**src/rtl/rr_client_4z.sv**
```systemverilog
// Four-channel command queue client for a round-robin arbiter: per-channel FIFOs feed
// a single downstream port, one granted transfer at a time.
module rr_client_4z #(
    parameter int DW    = 8,
    parameter int DEPTH = 4
) (
    input  logic            clk,
    input  logic            rst,
    input  logic [3:0]      in_valid,
    input  logic [4*DW-1:0] in_data,
    output logic [3:0]      in_ready,
    output logic [3:0]      requests,
    input  logic [3:0]      grants,
    output logic            accepted,
    output logic            out_valid,
    output logic [DW-1:0]   out_data,
    output logic [1:0]      out_chan,
    input  logic            out_ready,
    output logic            err
);

    localparam int AW = $clog2(DEPTH);
    localparam int CW = AW + 1;
    localparam logic [CW-1:0] FULL = CW'(DEPTH);

    typedef enum logic [1:0] {IDLE, SEND, ACK, WAIT} state_t;

    state_t        state_q, state_d;
    logic [1:0]    chan_q, chan_d;
    logic          err_q, err_d;
    logic [CW-1:0] count_q [4];
    logic [CW-1:0] count_d [4];
    logic [AW-1:0] wptr_q  [4];
    logic [AW-1:0] wptr_d  [4];
    logic [AW-1:0] rptr_q  [4];
    logic [AW-1:0] rptr_d  [4];
    logic [DW-1:0] mem_q   [4][DEPTH];

    logic [3:0]    push;
    logic [3:0]    pop;
    logic [1:0]    gidx;

    // A full queue refuses the push even when it is popped in the same cycle.
    always_comb begin
        for (int i = 0; i < 4; i++) begin
            push[i] = in_valid[i] && (count_q[i] != FULL);
        end
        pop = (state_q == SEND && out_ready) ? (4'b0001 << chan_q) : 4'b0000;
    end

    always_comb begin
        for (int i = 0; i < 4; i++) begin
            count_d[i] = count_q[i];
            wptr_d[i]  = wptr_q[i];
            rptr_d[i]  = rptr_q[i];
            if (push[i]) begin
                wptr_d[i] = wptr_q[i] + AW'(1);
            end
            if (pop[i]) begin
                rptr_d[i] = rptr_q[i] + AW'(1);
            end
            if (push[i] && !pop[i]) begin
                count_d[i] = count_q[i] + CW'(1);
            end else if (pop[i] && !push[i]) begin
                count_d[i] = count_q[i] - CW'(1);
            end
        end
    end

    always_comb begin
        gidx = 2'd0;
        for (int i = 0; i < 4; i++) begin
            if (grants[i]) begin
                gidx = 2'(i);
            end
        end
    end

    always_comb begin
        state_d = state_q;
        chan_d  = chan_q;
        err_d   = err_q;
        case (state_q)
            IDLE: begin
                if (grants != 4'b0000) begin
                    if ($onehot(grants) && count_q[gidx] != '0) begin
                        state_d = SEND;
                        chan_d  = gidx;
                    end else begin
                        err_d = 1'b1;
                    end
                end
            end
            SEND: begin
                if (out_ready) begin
                    state_d = ACK;
                end
            end
            ACK: begin
                state_d = WAIT;
            end
            WAIT: begin
                // The arbiter keeps the grant one cycle past accepted; wait for it to drop.
                if (grants == 4'b0000) begin
                    state_d = IDLE;
                end
            end
            default: begin
                state_d = IDLE;
            end
        endcase
    end

    always_ff @(posedge clk) begin
        if (rst) begin
            state_q <= IDLE;
            chan_q  <= 2'd0;
            err_q   <= 1'b0;
            for (int i = 0; i < 4; i++) begin
                count_q[i] <= '0;
                wptr_q[i]  <= '0;
                rptr_q[i]  <= '0;
            end
        end else begin
            state_q <= state_d;
            chan_q  <= chan_d;
            err_q   <= err_d;
            for (int i = 0; i < 4; i++) begin
                count_q[i] <= count_d[i];
                wptr_q[i]  <= wptr_d[i];
                rptr_q[i]  <= rptr_d[i];
            end
        end
    end

    // Storage is not reset; the pointers alone define which entries are live.
    always_ff @(posedge clk) begin
        for (int i = 0; i < 4; i++) begin
            if (push[i]) begin
                mem_q[i][wptr_q[i]] <= in_data[i*DW +: DW];
            end
        end
    end

    always_comb begin
        for (int i = 0; i < 4; i++) begin
            in_ready[i] = rst || (count_q[i] != FULL);
            requests[i] = !rst && (count_q[i] != '0);
        end
        out_valid = !rst && (state_q == SEND);
        accepted  = !rst && (state_q == ACK);
        out_data  = out_valid ? mem_q[chan_q][rptr_q[chan_q]] : '0;
        out_chan  = rst ? 2'd0 : chan_q;
        err       = err_q;
    end

endmodule

```
**config.mk**
```make
export PLATFORM = sky130hd
export DESIGN_NAME = rr_client_4z
export DESIGN_NICKNAME = d
export VERILOG_FILES = /design/src/rtl/rr_client_4z.sv
export SDC_FILE = /design/constraint.sdc
export NUM_CORES = 1
export LEC_CHECK = 0
export ABC_AREA = 1
export BUFFER_PORTS_ARGS = -buffer_cell sky130_fd_sc_hd__buf_2
export CAP_MARGIN = 20
export CORE_UTILIZATION = 45
export CTS_CLUSTER_DIAMETER = 200
export DETAILED_ROUTE_END_ITERATION = 12
export GPL_TIMING_DRIVEN = 0
export HOLD_SLACK_MARGIN = 0.02
export SYNTH_ARGS = -nofsm -noshare
export SYNTH_HDL_FRONTEND = slang
export SYNTH_SLANG_ARGS = --single-unit
export TNS_END_PERCENT = 30
```
**constraint.sdc**
```tcl
create_clock -name clk -period 5.85 [get_ports clk]
set_clock_uncertainty 0.15 [all_clocks]
set_input_delay 0 -clock clk [delete_from_list [all_inputs] [get_ports clk]]
set_output_delay 0 -clock clk [all_outputs]
set_load 0.01 [all_outputs]
```
-- Yosys cells after proc, flatten, opt, wreduce, memory -nomap -nowiden
Memories as Yosys holds them, arrays and structs flattened. A register that Yosys moved wholly into a read port is not among the register bits.
Index checks and enable logic that the tools add are counted.
- register bits after elaboration: 5
- memory bits (writable): 156
- output and inout bits: 21
- logic and storage cells: 179
- memories: 4
- memory list (memory ; words ; bits a word ; rd ports ; clocked after Yosys merged registers in ; write ports ; line ; text):
    mem_q ; 4 ; 32 ; 1 ; 1 ; 4 ; 37 ; logic [DW-1:0] mem_q [4][DEPTH];
    count_q ; 4 ; 3 ; 5 ; 0 ; 4 ; 31 ; logic [CW-1:0] count_q [4];
    rptr_q ; 4 ; 2 ; 5 ; 1 ; 4 ; 35 ; logic [AW-1:0] rptr_q [4];
    wptr_q ; 4 ; 2 ; 4 ; 0 ; 4 ; 33 ; logic [AW-1:0] wptr_q [4];
- add/sub/neg operators: 19
- $lt $le $gt $ge: 9
- equal/unequal tests: 12
- shifts and indexed selects: 1
- multiplexer cells: 65
- bitwise logic cells: 18
- reduce and logical (&&, ||, !) cells: 48
- operators with widths (kind ; count):
    two-way mux 32 bit ; 4
    demux 8 bit (select 2 bit) ; 4
    two-way mux 8 bit ; 7
    two-way mux 2 bit ; 27
    two-way mux 3 bit ; 12
    logical AND 1 bit ; 24
    adder 2 x 1 -> 2 bit, second input constant ; 8
    binary-select mux 8 bit (select 2 bit) ; 1
    >= comparator 3 bit, second input constant ; 5
    inverter 2 -> 3 bit ; 5
    nonzero test 3 bit ; 5
    adder 3 x 1 -> 3 bit, second input constant ; 4
    < comparator 3 x 1 -> 1 bit, second input constant ; 4
    inequality test 3 bit, second input constant ; 4
    bitwise OR 1 bit ; 12
    subtractor 3 x 1 -> 3 bit, second input constant ; 4
    logical NOT 1 bit ; 9
    two-way mux 1 bit ; 8
    inequality test 2 bit, second input constant ; 4
    one-hot mux 2 bit (4 select lines) ; 1
    AND reduction 3 bit ; 2
    adder 1 x 1 -> 2 bit ; 2
    equality test 2 bit, second input constant ; 2
    logical NOT 4 bit ; 1
    10 further kinds ; 13

-- Depth between registers and ports, before layout
An unclocked memory read counts as a cell.
- depth after elaboration: 9
- mapped depth: 13
- gate-level depth less buffers: 13

-- Least setup slack after synthesis
Ideal clock, no wire load.
- path type: register -> register
- start: reg state_q[1]
- end: mem count_q[1][2] (netlist bit)
- library setup time: 122 ps
- arrival: 1861 ps
- required time: 5578 ps
- path slack: 3717 ps
- stages on the path, launching flop included: 13
- path buffers: 0
- path through: dfxtp_1 inv_1 ha_1 nand2_1 nor3_1 inv_1 ha_1 inv_1 fa_1 a21oi_1 o21ai_0 o21ai_0 a21oi_1
- RTL lines (item ; line ; text):
    from (decl) ; 28 ; state_t state_q, state_d;
    from (signal assigned) ; 125 ; state_q <= state_d;
    to (decl) ; 31 ;

-- Worst setup path after layout
- start: in grants[3]
- end: reg chan_q[1]
- longest elaborated chain between the ends: 5
- elaborated cells on any way between the ends: 9
- classes of those cells: 2 x add/sub; 1 x eq/ne; 1 x mux; 4 x reduce/logical; 1 x memory
- RTL lines (item ; line ; text):
    from (decl) ; 13 ; input logic [3:0] grants,
    adder 1 x 1 -> 2 bit (implied by the code) or two-way mux 2 bit (tied branches) ; 86, 73 ;
    adder 2 x 2 -> 3 bit (implied by the code) or memory read (4 x 3 bit) (tied branches) ; -- ;
    equality test 3 x 1 -> 1 bit or nonzero test 3 bit (tied branches) ; 86 ; if ($onehot(grants) && count_q[gidx] != '0) begin
    logical AND 1 bit ; 86 ;
    AND reduction 3 bit (no source line) ; -- ;
    to (signal assigned) ; 126 ; chan_q <= chan_d;
    to (decl) ; 29 ; logic [1:0] chan_q, chan_d;
Parallel ways exist; a longest one is shown, timed or not.
A chain may end at the register's enable or synchronous reset.

==> impl_metrics.json <==
{
  "rows": 46,
  "viasPerCell": 5.07,
  "yosysTopAreaCellShare_pct": 52.5,
  "cp-startpoint": "grants[3]",
  "htreeDepth": 4,
  "dr.first_iter.drc_count": 364,
  "ys_top_cells_by_area": "edfxtp_1 (52%), dfxtp_1 (9.6%), nand2_1 (6.0%)",
  "fin_setup_tns_ps": 0,
  "synth_seq_cells": 163,
  "grt_pass1_vias": 5315,
  "clkTransAtPathRegs_ps": 60,
  "ys.flop_type": "edfxtp_1",
  "syn_avg_cell_area_um2": 10.2,
  "dr.pass1.iters": 5,
  "synth-edff-count": 128,
  "synth_nets": 792,
  "core-area_mm2": 0.0159,
  "wl_per_cell_um": 16.3,
  "finalCritPeriodShare_pct": 48.1,
  "ff_latch_area_mm2": 0.00454,
  "clock_sinks": 163,
  "status": "finished, final reports clean",
  "cts_setup_buffers": 0,
  "holdCritPathClass": "in -> reg",
  "cts_tree": "done",
  "synth_cell_types": 29,
  "max_clock_freq_mhz": 355,
  "antenna_found_initial": 0,
  "yosysWarnings": 0,
  "fillers": 1412,
  "crit_required_ps": 6000,
  "dieHeight_um": 130,
  "area_growth_pct": 22.6,
  "critical_path_class": "in -> reg",
  "post-route-drc-count": 0,
  "detail-route-antenna-nets": 0,
  "slew_headroom_pct": 47.8,
  "start_util_pct": 46.1,
  "cts_made_buffers": 17,
  "yosysMostFrequentCell": "edfxtp_1",
  "r2r_start": "count_q[2][0]",
  "io_pins": 64,
  "synth_async_sr_flop_share_pct": 0,
  "crit_arrival_ps": 2970,
  "place_congestion": 0.969,
  "netlist_top_cells_count": "edfxtp_1 (128), nand2_1 (118), nor2_1 (93)",
  "die-area_mm2": 0.0168,
  "cp-start-kind": "input pin",
  "powerDensity_mw_per_mm2": 365,
  "port-buffer-count": 63,
  "insertion_delay_ps": 410,
  "hold_viol_final": 0,
  "cap_violations": 0,
  "grt_pass1_wl_mm": 26.7,
  "final-setup-viol-count": 0,
  "grt_max_degree": 17,
  "cp-end-kind": "register",
  "die_x_um": 130,
  "syn_area_mm2": 0.00733,
  "synthCells": 716,
  "period_needed_ps": 2810,
  "wirelength_mm": 17.4,
  "synth.largest_area_cell": "edfxtp_1",
  "final_cells": 1071,
  "diodes": 0,
  "overflow": 0,
  "worst_hold_startpoint": "grants[1]",
  "leakage_nw": 3.57,
  "dp_hpwl_mm": 13.2,
  "peakVddDrop_mv": 0.215,
  "rsz0062_at_grt": "false",
  "dp.cells": 995,
  "cts_root_buffer": "clkbuf_16",
  "cts_buffer_depth": 2,
  "worst_slew_pin_slew_ps": 781,
  "hold_ws_ps": 98.2,
  "seq_area_frac_synth_pct": 62.0,
  "grt_usage_pct": 21.8,
  "multiInputGateArea_mm2": 0.00236,
  "crit_fanout": 4,
  "maxSlewViolCount": 0,
  "drive_gt1_share_pct": 13.8,
  "nets": 920,
  "num_vias": 5428
}
## final cells by class
| class | instances | area share [%] |
|---|---|---|
| sequential | 163 | 50.6 |
| multi-input combinational | 455 | 26.3 |
| timing repair buffer | 109 | 8.64 |
| clock buffer | 17 | 4.74 |
| tap | 216 | 3.01 |
| inverter | 71 | 2.99 |
| clock inverter | 13 | 2.08 |
| buffer | 27 | 1.70 |
## worst paths after layout
| path | depth (start not counted) | to | slack, ps |
|---|---|---|---|
| worst max-delay path | 12 | chan_q[1] | 3040 |
| worst min-delay path | 5 | register | 100 |
| worst max register to register | 9 | chan_q[1] | 3300 |
| worst min register to register | 1 | rptr_q[1][1] | 290 |
## per-stage QoR
step                      util [%]  total power, mW  cell area [um2]  setup WS [ps]
after floorplan                  -             1.90             7330           3720
after global placement        49.8             2.09             7910           3530
after detailed placement      49.8             2.12             7910           3450
after CTS                     56.6             3.29             8980           3100
after global routing          56.6             3.44             8980           2870
final                         56.6             3.28             8980           3040
## state kept, by name, indices dropped and copies added (netlist names), named ones only
name     cells
wptr_q       8
state_q      2
count_q     12
rptr_q       8
chan_q       2
err          1
mem_q      128
## routing by layer
layer / up-vias / share of wire, % / global-route usage [%] / wire length, um
met5: - / 0 / 0 / 0
met4: 0 / 2.2 / 8.41 / 383
met3: 29 / 4.8 / 4.46 / 836
met2: 167 / 51 / 39.5 / 8910
met1: 2542 / 42 / 25.4 / 7310
li1: 2690 / - / - / -
## cells by family (layout without fill, tap and decap cells)
group | after synthesis | in the layout | share of synthesized area, %
buffers and inverters | 98 | 237 | 5.76
flip-flops | 163 | 163 | 62.0
adder cells (fa/ha/maj) | 33 | 33 | 6.15
AND/OR/NAND/NOR | 276 | 276 | 15.4
AO/OA/AOI/OAI | 144 | 144 | 10.4
XOR/XNOR | 2 | 2 | 0.239
## worst max-delay path, stage by stage
cell and delay (ps):
dlygate4sd3_1 520, buf_2 120, inv_1 80, fa_1 490
inv_1 40, ha_1 180, ha_1 270, nor3b_1 290
nand4_1 210, nand2_1 130, o31ai_1 70, dlygate4sd3_1 550
## cells in the final DEF (no fill, tap or decap), types with 8 or more instances in the layout
master         instances
dfxtp_1               35
nor2_1                93
edfxtp_1             128
ha_1                  28
o21ai_0               76
clkbuf_16             17
clkbuf_1               9
o211ai_1               8
nand2_1              118
buf_2                 74
nand3_1               56
dlygate4sd3_1         46
inv_1                 68
a21oi_1               49
## timing repair
action | 4_1_cts | 5_1_grt
hold buffers | 46 | 0
gates resized for setup | 0 | 0
hold endpoints to repair | 149 | 0
## report_power, final
group | switching (mW) | internal, mW
Sequential | 0.0560 | 1.37
Clock | 0.433 | 0.711
Combinational | 0.459 | 0.251
Note: power is estimated with default switching activity, not from simulation.
